## config.mk

```make
export PLATFORM = sky130hd
export DESIGN_NAME = fmc_burst_engine
export DESIGN_NICKNAME = d
export VERILOG_FILES = /design/src/rtl/fmc_pkg.sv /design/src/rtl/fmc_fifo.sv /design/src/rtl/fmc_burst_engine.sv
export SDC_FILE = /design/constraint.sdc
export NUM_CORES = 1
export LEC_CHECK = 0
export CORE_MARGIN = 5
export CORE_UTILIZATION = 29
export CTS_BUF_LIST = sky130_fd_sc_hd__clkbuf_8
export DETAILED_ROUTE_END_ITERATION = 7
export DONT_BUFFER_PORTS = 1
export SYNTH_ARGS = -nofsm -noshare
export SYNTH_HDL_FRONTEND = slang
export SYNTH_SLANG_ARGS = --single-unit
```

## constraint.sdc

```tcl
create_clock -name clk_i -period 4.9 [get_ports clk_i]
set_input_delay 0.98 -clock clk_i [delete_from_list [all_inputs] [get_ports clk_i]]
set_output_delay 0.98 -clock clk_i [all_outputs]
set_load 0.03 [all_outputs]
```

## src/rtl/fmc_pkg.sv

```systemverilog
// Shared types and default widths for the FMC burst engine.
package fmc_pkg;

    localparam int DEF_DATA_W = 16;
    localparam int DEF_ADDR_W = 16;

    typedef enum logic [1:0] {
        ST_IDLE  = 2'd0,
        ST_WRITE = 2'd1,
        ST_READ  = 2'd2,
        ST_DRAIN = 2'd3
    } fmc_state_e;

endpackage

```

## src/rtl/fmc_fifo.sv

```systemverilog
// Synchronous beat FIFO with flush and occupancy count; Depth must be a power of two.
module fmc_fifo #(
    parameter int Width = 16,
    parameter int Depth = 4,
    localparam int PtrW = $clog2(Depth),
    localparam int CntW = PtrW + 1
) (
    input  logic             clk_i,
    input  logic             rst_ni,
    input  logic             flush_i,
    input  logic             push_i,
    input  logic [Width-1:0] data_i,
    input  logic             pop_i,
    output logic [Width-1:0] data_o,
    output logic             full_o,
    output logic             empty_o,
    output logic [CntW-1:0]  count_o
);

    logic [Width-1:0] mem_q [Depth];
    logic [PtrW-1:0]  wptr_q;
    logic [PtrW-1:0]  rptr_q;
    logic [CntW-1:0]  cnt_q;
    logic             do_push;
    logic             do_pop;

    assign full_o  = (cnt_q == CntW'(Depth));
    assign empty_o = (cnt_q == '0);
    assign count_o = cnt_q;
    assign data_o  = mem_q[rptr_q];
    assign do_push = push_i && !full_o;
    assign do_pop  = pop_i && !empty_o;

    // Beat storage has no reset; the pointers decide which entries are valid.
    always_ff @(posedge clk_i) begin
        if (do_push && !flush_i) mem_q[wptr_q] <= data_i;
    end

    // Pointer and occupancy bookkeeping; a flush overrides push and pop.
    always_ff @(posedge clk_i or negedge rst_ni) begin
        if (!rst_ni) begin
            wptr_q <= '0;
            rptr_q <= '0;
            cnt_q  <= '0;
        end else if (flush_i) begin
            wptr_q <= '0;
            rptr_q <= '0;
            cnt_q  <= '0;
        end else begin
            if (do_push) wptr_q <= wptr_q + 1'b1;
            if (do_pop)  rptr_q <= rptr_q + 1'b1;
            case ({do_push, do_pop})
                2'b10:   cnt_q <= cnt_q + 1'b1;
                2'b01:   cnt_q <= cnt_q - 1'b1;
                default: cnt_q <= cnt_q;
            endcase
        end
    end

endmodule

```

## src/rtl/fmc_burst_engine.sv

```systemverilog
// FMC burst engine: turns FMC write/read bursts into single-beat memory requests.
// Optional FMC_BURST_STATS_EN adds saturating burst and dropped-beat counters.
module fmc_burst_engine
    import fmc_pkg::*;
#(
    parameter int DataWidth = DEF_DATA_W,
    parameter int AddrWidth = DEF_ADDR_W,
    parameter int FifoDepth = 4
) (
    input  logic                 clk_i,
    input  logic                 rst_ni,
    input  logic                 burst_start_i,
    input  logic [AddrWidth-1:0] burst_addr_i,
    input  logic                 burst_we_i,
    input  logic                 burst_end_i,
    input  logic                 wr_valid_i,
    input  logic [DataWidth-1:0] wr_data_i,
    output logic                 wr_full_o,
    input  logic                 rd_pop_i,
    output logic [DataWidth-1:0] rd_data_o,
    output logic                 rd_empty_o,
    output logic                 mem_req_o,
    output logic                 mem_we_o,
    output logic [AddrWidth-1:0] mem_addr_o,
    output logic [DataWidth-1:0] mem_wdata_o,
    input  logic                 mem_gnt_i,
    input  logic                 mem_rvalid_i,
    input  logic [DataWidth-1:0] mem_rdata_i,
    output logic                 busy_o
`ifdef FMC_BURST_STATS_EN
    ,
    output logic [15:0]          stat_bursts_o,
    output logic [15:0]          stat_drops_o
`endif
);

    localparam int CntW = $clog2(FifoDepth) + 1;
    localparam logic [CntW:0] DepthCnt = (CntW + 1)'(FifoDepth);

    fmc_state_e           state_q, state_d;
    logic [AddrWidth-1:0] addr_q;
    logic [CntW-1:0]      osd_q;
    logic                 end_q, end_d;
    logic                 hold_q, hold_d;
    logic                 load_addr;
    logic                 rd_issue, rd_retire;
    logic [CntW:0]        inflight;

    logic                 wr_push, wr_pop, wr_flush, wr_full, wr_empty;
    logic [DataWidth-1:0] wr_head;
    logic [CntW-1:0]      wr_cnt;
    logic                 rd_push, rd_flush, rd_full, rd_empty;
    logic [CntW-1:0]      rd_cnt;

    fmc_fifo #(.Width(DataWidth), .Depth(FifoDepth)) u_wr_fifo (
        .clk_i   (clk_i),
        .rst_ni  (rst_ni),
        .flush_i (wr_flush),
        .push_i  (wr_push),
        .data_i  (wr_data_i),
        .pop_i   (wr_pop),
        .data_o  (wr_head),
        .full_o  (wr_full),
        .empty_o (wr_empty),
        .count_o (wr_cnt)
    );

    fmc_fifo #(.Width(DataWidth), .Depth(FifoDepth)) u_rd_fifo (
        .clk_i   (clk_i),
        .rst_ni  (rst_ni),
        .flush_i (rd_flush),
        .push_i  (rd_push),
        .data_i  (mem_rdata_i),
        .pop_i   (rd_pop_i),
        .data_o  (rd_data_o),
        .full_o  (rd_full),
        .empty_o (rd_empty),
        .count_o (rd_cnt)
    );

    // Reads already in the FIFO plus reads still in flight bound the prefetch window.
    assign inflight    = {1'b0, rd_cnt} + {1'b0, osd_q};
    assign rd_issue    = mem_req_o && !mem_we_o && mem_gnt_i;
    assign rd_retire   = mem_rvalid_i && (osd_q != '0);
    assign end_d       = (state_d == ST_WRITE) && (end_q || burst_end_i);
    assign wr_full_o   = wr_full;
    assign rd_empty_o  = rd_empty;
    assign mem_addr_o  = addr_q;
    assign mem_wdata_o = wr_head;
    assign busy_o      = (state_q != ST_IDLE);

    // Next-state, memory request and FIFO control decode.
    always_comb begin
        state_d   = state_q;
        mem_req_o = 1'b0;
        mem_we_o  = 1'b0;
        hold_d    = 1'b0;
        load_addr = 1'b0;
        wr_flush  = 1'b0;
        rd_flush  = 1'b0;
        wr_push   = 1'b0;
        wr_pop    = 1'b0;
        rd_push   = 1'b0;
        case (state_q)
            ST_IDLE: begin
                // An end pulse in the same cycle cancels the start.
                if (burst_start_i && !burst_end_i) begin
                    load_addr = 1'b1;
                    wr_flush  = 1'b1;
                    rd_flush  = 1'b1;
                    state_d   = burst_we_i ? ST_WRITE : ST_READ;
                end
            end
            ST_WRITE: begin
                wr_push = wr_valid_i;
                if (!wr_empty) begin
                    mem_req_o = 1'b1;
                    mem_we_o  = 1'b1;
                    wr_pop    = mem_gnt_i;
                end
                // Leave only once every accepted beat has been written out.
                if ((end_q || burst_end_i) && (wr_cnt == '0) && !wr_valid_i) state_d = ST_IDLE;
            end
            ST_READ: begin
                rd_push = rd_retire;
                if ((inflight < DepthCnt) && !rd_full) mem_req_o = 1'b1;
                if (burst_end_i) begin
                    // A request already on the bus must be kept until granted.
                    hold_d  = mem_req_o && !mem_gnt_i;
                    state_d = ST_DRAIN;
                end
            end
            ST_DRAIN: begin
                mem_req_o = hold_q;
                hold_d    = hold_q && !mem_gnt_i;
                if (!hold_q && (osd_q == '0)) begin
                    rd_flush = 1'b1;
                    state_d  = ST_IDLE;
                end
            end
            default: state_d = ST_IDLE;
        endcase
    end

    // FSM state register.
    always_ff @(posedge clk_i or negedge rst_ni) begin
        if (!rst_ni) state_q <= ST_IDLE;
        else         state_q <= state_d;
    end

    // Address counter, outstanding-read count and the end/hold flags.
    always_ff @(posedge clk_i or negedge rst_ni) begin
        if (!rst_ni) begin
            addr_q <= '0;
            osd_q  <= '0;
            end_q  <= 1'b0;
            hold_q <= 1'b0;
        end else begin
            end_q  <= end_d;
            hold_q <= hold_d;
            if (load_addr)                   addr_q <= burst_addr_i;
            else if (mem_req_o && mem_gnt_i) addr_q <= addr_q + 1'b1;
            case ({rd_issue, rd_retire})
                2'b10:   osd_q <= osd_q + 1'b1;
                2'b01:   osd_q <= osd_q - 1'b1;
                default: osd_q <= osd_q;
            endcase
        end
    end

`ifdef FMC_BURST_STATS_EN
    logic        burst_done;
    logic        beat_drop;
    logic [15:0] bursts_q;
    logic [15:0] drops_q;

    function automatic logic [15:0] sat_inc(input logic [15:0] v);
        return (v == 16'hFFFF) ? v : v + 16'd1;
    endfunction

    assign burst_done    = (state_q != ST_IDLE) && (state_d == ST_IDLE);
    assign beat_drop     = (state_q == ST_WRITE) && wr_valid_i && wr_full;
    assign stat_bursts_o = bursts_q;
    assign stat_drops_o  = drops_q;

    // Saturating counters of completed bursts and write beats lost to a full FIFO.
    always_ff @(posedge clk_i or negedge rst_ni) begin
        if (!rst_ni) begin
            bursts_q <= '0;
            drops_q  <= '0;
        end else begin
            if (burst_done) bursts_q <= sat_inc(bursts_q);
            if (beat_drop)  drops_q  <= sat_inc(drops_q);
        end
    end
`else
    // Statistics counters are not built in this configuration.
`endif

endmodule

```

Yosys cells after proc, flatten, opt, wreduce, memory -nomap -nowiden
Memories as Yosys holds them, arrays and structs flattened.
Cells that the tools add are included.
{"block": "totals", "mem_count": 2, "wordCells": 122, "mem_bits_rw": 128, "input_bits": 57, "regBits": 37}
{"block": "op_classes", "reduce_logical": 44, "n_eq_ne": 12, "addsub": 12, "order_cmp": 1, "muxes": 40}
{"name": "u_rd_fifo.mem_q", "depth": 4, "width": 16, "read_ports": 1, "rd_clocked_by_memory_dff": 0, "wr": 1, "line_no": "fmc_fifo.sv:20", "text": "logic [Width-1:0] mem_q [Depth];"}
{"name": "u_wr_fifo.mem_q", "depth": 4, "width": 16, "read_ports": 1, "rd_clocked_by_memory_dff": 0, "wr": 1, "line_no": "fmc_fifo.sv:20"}
{"operator": "$mux W16", "n": 2}
{"operator": "$mux W2", "n": 13}
{"operator": "$logic_and A1 B1 Y1", "n": 18}
{"operator": "$pmux W3 S2", "n": 3}
{"operator": "$add A16 B1 Y16 const B", "n": 1}
{"operator": "$mux W1", "n": 16}
{"operator": "$reduce_bool A2 Y1", "n": 7}
{"operator": "$logic_not A1 Y1", "n": 11}
{"operator": "$eq A2 B1 Y1 const B", "n": 5}
{"operator": "$eq A2 B2 Y1 const B", "n": 5}
{"operator": "$add A3 B1 Y3 const B", "n": 3}
{"operator": "$logic_not A3 Y1", "n": 3}
{"operator": "$reduce_bool A3 Y1", "n": 3}
{"operator": "$sub A3 B1 Y3 const B", "n": 3}
{"operator": "$add A2 B1 Y2 const B", "n": 4}
{"operator": "$pmux W2 S4", "n": 1}
{"operator": "$eq A3 B3 Y1 const B", "n": 2}
{"operator": "$mux W3", "n": 2}
{"operator": "$add A3 B3 Y4", "n": 1}
{"operator": "$lt A4 B3 Y1 const B", "n": 1}
{"operator": "$pmux W1 S2", "n": 2}
{"operator": "$pmux W1 S3", "n": 1}
{"operator": "$logic_not A2 Y1", "n": 1}
{"operator": "$logic_or A1 B1 Y1", "n": 1}

Logic depth before layout (Yosys ltp)
Gate-level depths: netlist (run 1).
{"block": "logic_depth", "depth_word": 10, "mapped_depth": 13}

Cells and area by module
From an unflattened synthesis (run 1), not the netlist that was laid out.
{"block": "hier_totals", "cells_unflattened": 463, "area_unflattened_um2": 7309.5}
{"module": "fmc_fifo", "cells_per_inst": 148, "seq_area_each_um2": 2097.0, "area_per_inst_um2": 2859.0, "n_inst": 2}
{"module": "fmc_burst_engine", "cells_per_inst": 167, "seq_area_each_um2": 575.6, "area_per_inst_um2": 1591.5, "n_inst": 1}

Worst setup path after synthesis (run 1)
OpenSTA, ideal clock, no wires.
{"block": "synth_timing", "kind": "flip-flop to output port", "startpoint": "register osd_q[2]", "endpoint": "output mem_req_o", "t_arrival_ns": 1.769, "path_buffers": 0, "stages_incl_launch_ff": 5, "t_required_ns": 3.920, "setup_slack_ns": 2.151, "path_cell_list": "dfrtp_1 > ha_1 > nor3_1 > nand4_4 > a21oi_1"}
{"block": "synth_between", "elab_chain_cells": 6}
{"element": "start, declared", "line_no": "fmc_burst_engine.sv:42", "text": "logic [CntW-1:0] osd_q;"}
{"element": "start signal, assigned", "line_no": "fmc_burst_engine.sv:164", "text": "2'b10: osd_q <= osd_q + 1'b1;"}
{"element": "start signal, assigned", "line_no": "fmc_burst_engine.sv:165", "text": "2'b01: osd_q <= osd_q - 1'b1;"}
{"element": "start signal, assigned", "line_no": "fmc_burst_engine.sv:166", "text": "default: osd_q <= osd_q;"}
{"element": "$add A3 B3 Y4", "line_no": "fmc_burst_engine.sv:82", "text": "assign inflight = {1'b0, rd_cnt} + {1'b0, osd_q};"}
{"element": "$lt A4 B3 Y1", "line_no": "fmc_burst_engine.sv:126", "text": "if ((inflight < DepthCnt) && !rd_full) mem_req_o = 1'b1;"}
{"element": "$logic_and A1 B1 Y1", "line_no": "fmc_burst_engine.sv:126"}
{"element": "$mux W1", "line_no": "fmc_burst_engine.sv:126"}
{"element": "$mux W1", "line_no": "fmc_burst_engine.sv:104", "text": "case (state_q)"}
{"element": "$pmux W1 S3", "line_no": "fmc_burst_engine.sv:104"}
{"element": "end, declared", "line_no": "fmc_burst_engine.sv:22", "text": "output logic mem_req_o,"}
No other way between the ends. The select of a mux whose other input is x is not followed.

Worst setup path after layout (run 1)
{"block": "layout_timing", "startpoint": "register state_q[1]", "endpoint": "output mem_req_o"}
{"block": "layout_between", "elab_chain_cells": 2, "elab_cells_between_ends": 4, "cone_classes": "eq/ne (3); mux (1)"}
{"element": "start, declared", "line_no": "fmc_burst_engine.sv:40", "text": "fmc_state_e state_q, state_d;"}
{"element": "start signal, assigned", "line_no": "fmc_burst_engine.sv:148", "text": "else state_q <= state_d;"}
{"element": "$eq A2 B2 Y1 or $eq A2 B1 Y1 (tied branches)", "line_no": "fmc_burst_engine.sv:104"}
{"element": "$pmux W1 S3 (*)", "line_no": "fmc_burst_engine.sv:104"}
Every way passes the cells marked *; elsewhere a longest branch is shown, timed or not.

==> results.yml, run 1 <==
power:
  swShare_pct: 41.8
  internal_power_mw: 2.64
  ir_worst_vdd_uv: 322
  p_clk_share_pct: 22.8
  comb_power_share_pct: 29.9
  switchingPower_mw: 1.90
  p_per_area_nw_per_um2: 571
  p_leak_nw: 2.60
  power_mw: 4.54
  seqPwrFrac_pct: 47.4
critical_path:
  max_stage_delay_ps: 670
  startpoint: "state_q[1]"
  endpoint_kind: "primary output"
  r2r-start: "state_q[1]"
  cp_max_fo: 12
  worstSetupStartpointType: "register"
  crit_cells: 6
  reg2reg_to: "osd_q[2]"
  crit_end: "mem_req_o"
  path_delay_family: "compound AO/OA/AOI/OAI gates"
  cp.arrival_ps: 2700
  critPathKind: "register to primary output"
  reg2reg_slack_ps: 1650
  crit_slowest_cell: "a21oi_2"
  required_ps: 3920
  worstPathCellList: "inv_1 -> ha_1 -> o31ai_2 -> inv_2 -> a21oi_2 -> a21oi_1"
  r2r_cells: 13
  cp_num_buf_inv: 2
cells_and_area:
  fillers: 2331
  nets: 519
  drive_above_1_share_pct: 18.0
  antennaDiodeCount: 0
  area_growth_pct: 11.1
timing:
  fin_ws_ps: 1220
  rsz0062_at_grt: "false"
  setup_violations: 0
  holdWs_ps: 211
  period_needed_ps: 3680
  hold_viol_final: 0
  slew_headroom_pct: 21.1
  period_share_pct: 75.1
  fmax_mhz: 272
  finClkSkew_ps: 12.8
  fin_setup_tns_ps: 0
  drv_slew: 0
  tightestPinTransition_ps: 1180
synth:
  synth-adder-area-share_pct: 3.81
  synth-compound-area-share_pct: 6.32
  synth_xor_area_share_pct: 3.06
  synth_area_leaders: "edfxtp_1, dfrtp_1, mux4_2, ha_1, xnor2_1"
  yosys_most_used_dff: "edfxtp_1"
  async_flop_share_pct: 22.4
  syn_avg_cell_area_um2: 16.4
  yosys.area.top_type: "edfxtp_1"
  synthMuxAreaShare_pct: 10.6
  ys_ff_latch: 165
  syn_nets: 514
  synth.distinct_cells: 52
  synthCells: 437
  syn-cell-area_um2: 7150
  ys_seq_area_share_pct: 66.7
  synth_top_area_share_pct: 53.8
  synth_top_family_by_area: "multiplexers"
  ys_warn_count: 0
  synthSimpleGateAreaFrac_pct: 7.38
  synth_edf_count: 128
clock_network:
  cts_setup_buffers: 0
  clock_latency_ps: 450
  clkSinkCount: 165
  ctsResizeCount: 0
  cts_root_buffer: "clkbuf_8"
  cts_made_buffers: 17
  cts_tree: "built"
  htreeDepth: 4
  cts_buffer_depth: 2
  clk_pin_slew_ps: 100
  hold_buffers: 0
flow_run:
  cap_violations: 0
global_routing:
  grt_max_degree: 38
  grt_pass1_wl_mm: 23.2
  grt_pass1_vias: 4034
  antenna_found_initial: 1
  grtUsageTotal_pct: 10.7
  overflow: 0
die:
  fp.dieH_um: 167
  die_area_um2: 27900
  start_util_pct: 29.4
  placementRows: 57
  core_area_um2: 24300
  fp.dieW_um: 167
  pin_count: 110
drt:
  num_vias: 3727
  ant_nets: 0
  route.detailed.drc: 0
  wl_mm: 14.7
  drt_iter0_drc: 287
  wl_per_cell_um: 18.9
  first_pass_iters: 4
  via_per_inst: 4.78
placed_design:
  hpwl_mm: 10.1
  dp_slack_ps: 1610
  gp_congestion: 0.851
  io_buffers: 0
hold_path:
  hold_path_class: "input port to asynchronous set/reset pin"
outcome:
  status: "complete, no violations"
==> per-stage QoR <==
stage	cell area [µm²]	cells	utilization, %
detailed placement	7500	747	30.8
global route	7940	779	32.7
finish	7940	779	32.7
global placement	7500	747	30.8
floorplan	7150	437	-
CTS	7940	779	32.7
==> layout make-up <==
| class | count | area (µm²) | share of cell area, % |
|---|---|---|---|
| multi-input cells | 237 | 2230 | 28.1 |
| flip-flops and latches | 165 | 4770 | 60.1 |
| repair buffers | 2 | 15.0 | 0.189 |
| clock buffers | 17 | 234 | 2.95 |
| well taps | 324 | 405 | 5.10 |
| clock inverters | 15 | 211 | 2.66 |
| inverters | 19 | 71.3 | 0.898 |
==> synthesized netlist by cell type (2+ instances only) <==
library cell and count:
a21oi_1 11, xor2_1 6, ha_1 17, o21ai_1 3
mux4_2 32, nor2_1 27, a22oi_1 2, fa_1 3
and4_1 2, nand3_1 12, a211oi_1 6, nand2_1 27
edfxtp_1 128, o21ai_0 11, and3_1 5, nor3b_1 2
buf_2 5, a211o_1 2, o31ai_2 2, mux2i_1 4
a2111oi_4 4, dfrtp_1 37, a21oi_2 2, nor4_1 3
nand4_1 4, nor2b_1 2, inv_1 18, nor3_1 6
clkbuf_1 8, and2_1 4, nand2b_1 3, xnor2_1 19
==> kinds of logic after synthesis <==
logic type,after synthesis
flops,165
simple gates,103
compound gates,53
mux,36
buf+inv,35
xor+xnor,25
fa+ha+maj,20
==> power groups by stage <==
stage                     Clock (mW)  Combinational (mW)  Sequential (mW)
after global routing            1.14                1.48             2.19
after global placement             0                1.33             2.17
after CTS                       1.07                1.38             2.16
after floorplan                    0                1.27             2.00
after detailed placement           0                1.37             2.19
final                           1.03                1.35             2.15
==> layer usage <==
layer | share of wire, % | wire [µm] | global-route usage (%) | vias up
li1 | - | - | - | 1689
met1 | 41 | 6000 | 12.7 | 1902
met2 | 50 | 7390 | 17.8 | 123
met3 | 8.3 | 1220 | 4.84 | 11
met4 | 0.81 | 119 | 2.63 | 2
met5 | 0.088 | 13 | 0 | -
==> how the worst min path moves through the flow <==
| stage | from | end | slack [ps] | cells after the start |
|---|---|---|---|---|
| floorplan | osd_q[2] | osd_q[2] | 490 | 1 |
| global placement | osd_q[2] | osd_q[2] | 510 | 1 |
| detailed placement | osd_q[2] | osd_q[2] | 530 | 1 |
| CTS | rst_ni | u_wr_fifo.count_o[2] | 170 | 0 |
| global route | rst_ni | mem_addr_o[2] | 150 | 0 |
| finish | rst_ni | mem_addr_o[14] | 210 | 0 |
==> sequential cells by signal, summed over array words and instances, names as in the netlist, 2 cells and up <==
register	cells
u_rd_fifo.mem_q	64
u_wr_fifo.mem_q	64
mem_addr_o	16
osd_q	3
u_rd_fifo.count_o	3
u_wr_fifo.count_o	3
state_q	2
u_rd_fifo.rptr_q	2
u_rd_fifo.wptr_q	2
u_wr_fifo.rptr_q	2
u_wr_fifo.wptr_q	2
==> placed cells by master (no fill, tap or decap), types with 3 or more instances in the layout <==
master and count:
a211oi_1 6, a21oi_1 11, o21ai_0 11, nand2b_1 3, fa_1 3, ha_1 17
xor2_1 6, clkinv_8 7, dfrtp_1 37, clkbuf_8 17, nor3_1 6, nor2_1 26
inv_1 18, and3_1 5, nand3_1 12, inv_12 3, o21ai_1 3, and2_1 4
mux2i_1 4, edfxtp_1 128, mux4_2 32, nand2_1 27, nand4_1 4, nor4_1 3
a2111oi_4 4, xnor2_1 19
No activity file was read; power rests on OpenSTA's default activity.
==> inputs of run 2 (changes only) <==
- clock period: 4.9 -> 3.37 ns (I/O delays scaled with it)
==> run 2 against run 1 <==
  * Combinational power up 59%
  * Clock power is 49% higher
  * Critical endpoint unchanged
  * Register-to-register slack worse by 940 ps
  * Cell count up 1.8%
  * Highest routed layer is now met4
  * First-iteration DRC count fell by 14%
  * Global-route usage barely moved
==> results.yml, run 2 (synthesis gave the netlist of run 1 again) <==
die:
  pin_count: 110
  fp.dieH_um: 167
  start_util_pct: 29.4
  placementRows: 57
  die_area_um2: 27900
  fp.dieW_um: 167
  core_area_um2: 24300
cells_and_area:
  final_cells: 793
  final_common_cell: "edfxtp_1"
  nets: 533
  final_cell_mix: "edfxtp_1, dfrtp_1, mux4_2"
  area_growth_pct: 12.4
  drive_above_1_share_pct: 20.3
  utilization_pct: 33.1
  antennaDiodeCount: 0
  fin_area_um2: 8040
timing:
  period_share_pct: 87.6
  finClkSkew_ps: 18.5
  fmax_mhz: 339
  tightestPinTransition_ps: 884
  fin_setup_tns_ps: 0
  holdWs_ps: 48.6
  period_needed_ps: 2950
  slew_headroom_pct: 41.1
  rsz0062_at_grt: "false"
  drv_slew: 0
  hold_viol_final: 0
  fin_ws_ps: 417
  setup_violations: 0
clock_network:
  cts_tree: "built"
  cts_setup_buffers: 0
  htreeDepth: 4
  ctsResizeCount: 0
  clock_latency_ps: 440
  hold_buffers: 1
  cts_made_buffers: 17
  clk_pin_slew_ps: 100
  clkSinkCount: 165
  cts_root_buffer: "clkbuf_8"
  cts_buffer_depth: 2
drt:
  route.detailed.drc: 0
  wl_per_cell_um: 18.6
  wl_mm: 14.8
  first_pass_iters: 4
  ant_nets: 0
  via_per_inst: 4.77
  num_vias: 3781
  drt_iter0_drc: 248
flow_run:
  cap_violations: 0
power:
  p_leak_nw: 2.66
  ir_worst_vdd_uv: 336
  power_mw: 6.71
  p_per_area_nw_per_um2: 835
critical_path:
  required_ps: 2700
  endpoint_kind: "primary output"
  r2r-start: "state_q[1]"
  worstSetupStartpointType: "register"
  cp_max_fo: 11
  startpoint: "state_q[1]"
  cp.arrival_ps: 2280
  critPathKind: "register to primary output"
hold_path:
  hold_path_class: "input port to asynchronous set/reset pin"
placed_design:
  hpwl_mm: 10.1
  gp_congestion: 0.838
  dp_slack_ps: 761
  dp_cells: 760
  io_buffers: 0
  placed_area_um2: 7590
outcome:
  status: "complete, no violations"
global_routing:
  grt_max_degree: 38
  grt_pass1_vias: 4148
  grt_pass1_wl_mm: 23.3
  antenna_found_initial: 0
  overflow: 0
  grtUsageTotal_pct: 10.7
-- run 2: cell count changes in the layout (fill, tap and decap cells not counted), moves of 3 or more --
cell and change:
bufinv_16 +3, clkinv_8 -6, inv_12 -3, inv_6 +4, buf_4 +13
-- run 2: final cells by class --
| cell class | count | area [µm²] |
|---|---|---|
| clock inverter | 15 | 191 |
| fill | 2324 | 16300 |
| inverter | 19 | 71.3 |
| clock buffer | 17 | 234 |
| multi-input combinational | 237 | 2230 |
| timing repair buffer | 16 | 133 |
| sequential | 165 | 4770 |
| tap | 324 | 405 |
-- run 2: final timing paths --
| kind | end | depth (start not counted) | slack [ps] |
|---|---|---|---|
| hold / removal | mem_addr_o[15] | 1 | 50 |
| min in group clk_i | hold_q | 1 | 280 |
| setup / recovery | mem_req_o | 8 | 420 |
| setup reg to reg | osd_q[2] | 13 | 710 |
| hold reg to reg | osd_q[2] | 1 | 540 |
| max in group asynchronous | u_wr_fifo.wptr_q[0] | 1 | 3090 |
-- run 2: worst max-delay path, stage by stage (launching register included) --
cell,delay (ps)
dfrtp_1,450
inv_1,110
ha_1,250
o31ai_2,110
inv_2,190
a21oi_2,180
buf_4,250
a21oi_1,90
buf_4,190
-- run 2: report_power, final --
group / switching (mW) / total (mW) / internal (mW)
logic: 1.34 / 2.14 / 0.803
registers: 0.541 / 3.04 / 2.50
clock network: 0.777 / 1.53 / 0.751
total: 2.66 / 6.71 / 4.05
-- run 2: per-layer routing --
metal	part of all wire (%)	GRT usage, %	routed length [µm]
met1	41	12.6	6000
met2	50	17.7	7370
met3	7.9	4.17	1170
met4	1.6	4.02	240
met5	0	0	0
==> variant: new RTL, flow settings as in run 2 <==
Change the package constant `DEF_ADDR_W` from 16 to 17.
--- a/src/rtl/fmc_pkg.sv
+++ b/src/rtl/fmc_pkg.sv
@@ -4,3 +4,3 @@
     localparam int DEF_DATA_W = 16;
-    localparam int DEF_ADDR_W = 16;
+    localparam int DEF_ADDR_W = 17;
 
Interface: changed (resized burst_addr_i and mem_addr_o); port bits go from 110 to 112. The function was not compared with the original's and may differ.
==> variant against run 2 <==
Count of clock-buffer cells in the layout did not move; final area rose by 0.86%; clock power rose by 5%; wire length fell by 0.66%; utilization rose by 0.28 points; power rose by 4.5%; sequential share of layout area fell by 0.19 points; sequential cell count rose by 1; via count fell by 1.8%; area after synthesis rose by 0.38%; setup slack improved by 0.0087 ns; critical path type unchanged; critical endpoint unchanged; largest power group unchanged.
==> variant: results (changes against run 2) <==
status finished, final reports clean; static leakage 2.69 nW (+1.1%); share of cells above drive strength 1 22.8% (+2.6 points); Rel. slew slack 42.0% (+0.99 points); asr flop ratio synth 22.9% (+0.47 points); top cells by count, synth 128 x edfxtp_1, 38 x dfrtp_1, 32 x mux4_2; met2 wire length 7270 µm (-1.4%); # placed instances 755 (-0.66%); metal3 WL 1250 µm (+6.6%); skew final 0.0145 ns (-0.00398 ns); first-pass GRT wire length 23100 µm (-0.77%); vias per cell 4.71 (-1.2%); Syn Nets 508 (-1.2%); post-synth cell types 48 (-7.7%); Area Growth Syn to Fin 13.0%; synth top area cells edfxtp_1 54%, dfrtp_1 13%, mux4_2 10%, xnor2_1 3.1%, ha_1 3.0%; final wirelength 14700 µm (-0.66%); DR vias 3713 (-1.8%); WL met1 5910 µm (-1.6%); Avg Inst Size Synth 16.7 µm² (+2.0%); VDD IR max 0.362 mV (+7.9%); Filler cells 2329 (+0.22%); register area share after synthesis 66.8% (+0.093 points); routability-driven placement congestion ratio 0.758 (-9.6%); hpwl dp 10200 µm (+1.1%)
## variant: changes by cell type in the layout (fill, tap and decap cells not counted), moves of 4 or more
cell	before	now
a2111oi_2	0	8
a2111oi_4	4	0
a211oi_1	6	0
a211oi_2	0	7
a21oi_1	11	6
clkinv_4	1	5
nor2_1	26	22
o21ai_0	11	2
o21ai_1	3	16
xnor2_1	19	25
## variant: layout make-up
| cell class | instances | share of cell area [%] |
|---|---|---|
| Timing Repair Buffer | 18 | 1.82 |
| Clock buffer | 17 | 2.89 |
| Inverter | 15 | 0.694 |
| Multi-Input combinational cell | 233 | 27.7 |
| Tap cell | 324 | 5.00 |
| Clock inverter | 15 | 2.73 |
| Sequential cell | 166 | 59.1 |
## variant: report_power, final
group          switching [mW]  internal (mW)  total, mW
Clock                   0.779          0.829       1.61
Combinational            1.40          0.864       2.26
Sequential              0.596           2.54       3.14
Total                    2.78           4.24       7.01
## variant: worst paths after layout
check / to / start / slack (ns) / depth (start not counted)
max reg2reg: u_rd_fifo.mem_q[0][3]$_DFFE_PP_ / state_q[0]$_DFF_PN0_ / 0.81 / 8
max in group asynchronous: osd_q[1]$_DFFE_PN0P_ / rst_ni / 3.11 / 1
max: mem_req_o / state_q[1]$_DFF_PN0_ / 0.43 / 7
min in group clk_i: hold_q$_DFF_PN0_ / mem_gnt_i / 0.28 / 1
min reg2reg: osd_q[2]$_DFFE_PN0P_ / osd_q[2]$_DFFE_PN0P_ / 0.54 / 1
min: mem_addr_o[6]$_DFFE_PN0P_ / rst_ni / 0.05 / 1
## variant: logic make-up (layout without fill, tap and decap cells)
| family | after synthesis | count (layout) | synth area share, % |
|---|---|---|---|
| xor gates and xnor gates | 30 | 30 | 3.66 |
| buffers and inverters | 31 | 65 | 1.88 |
| DFF | 166 | 166 | 66.8 |
| muxes | 39 | 39 | 11.0 |
| AOI/OAI and AO/OA | 49 | 49 | 6.03 |
| and+or+nand+nor | 95 | 95 | 6.82 |
| adders and majority gates | 20 | 20 | 3.80 |
## variant: worst register-to-register path, stage by stage (launching register included)
cell	delay, ns
dfrtp_1	0.42
inv_1	0.11
ha_1	0.25
and3b_1	0.21
a21oi_1	0.12
nor2_1	0.06
buf_4	0.16
nor2_1	0.17
and2_1	0.70
## variant: routing by layer
metal  vias to the layer above  GRT usage (%)
met5                         -              0
met4                         0           4.06
met3                        17           4.67
met2                       105           17.7
met1                      1909           12.2
li1                       1682              -
## variant: repair_timing
action,CTS,global route
hold buffers,1,0
endpoints found under the hold margin,38,0
setup endpoints to repair,0,0
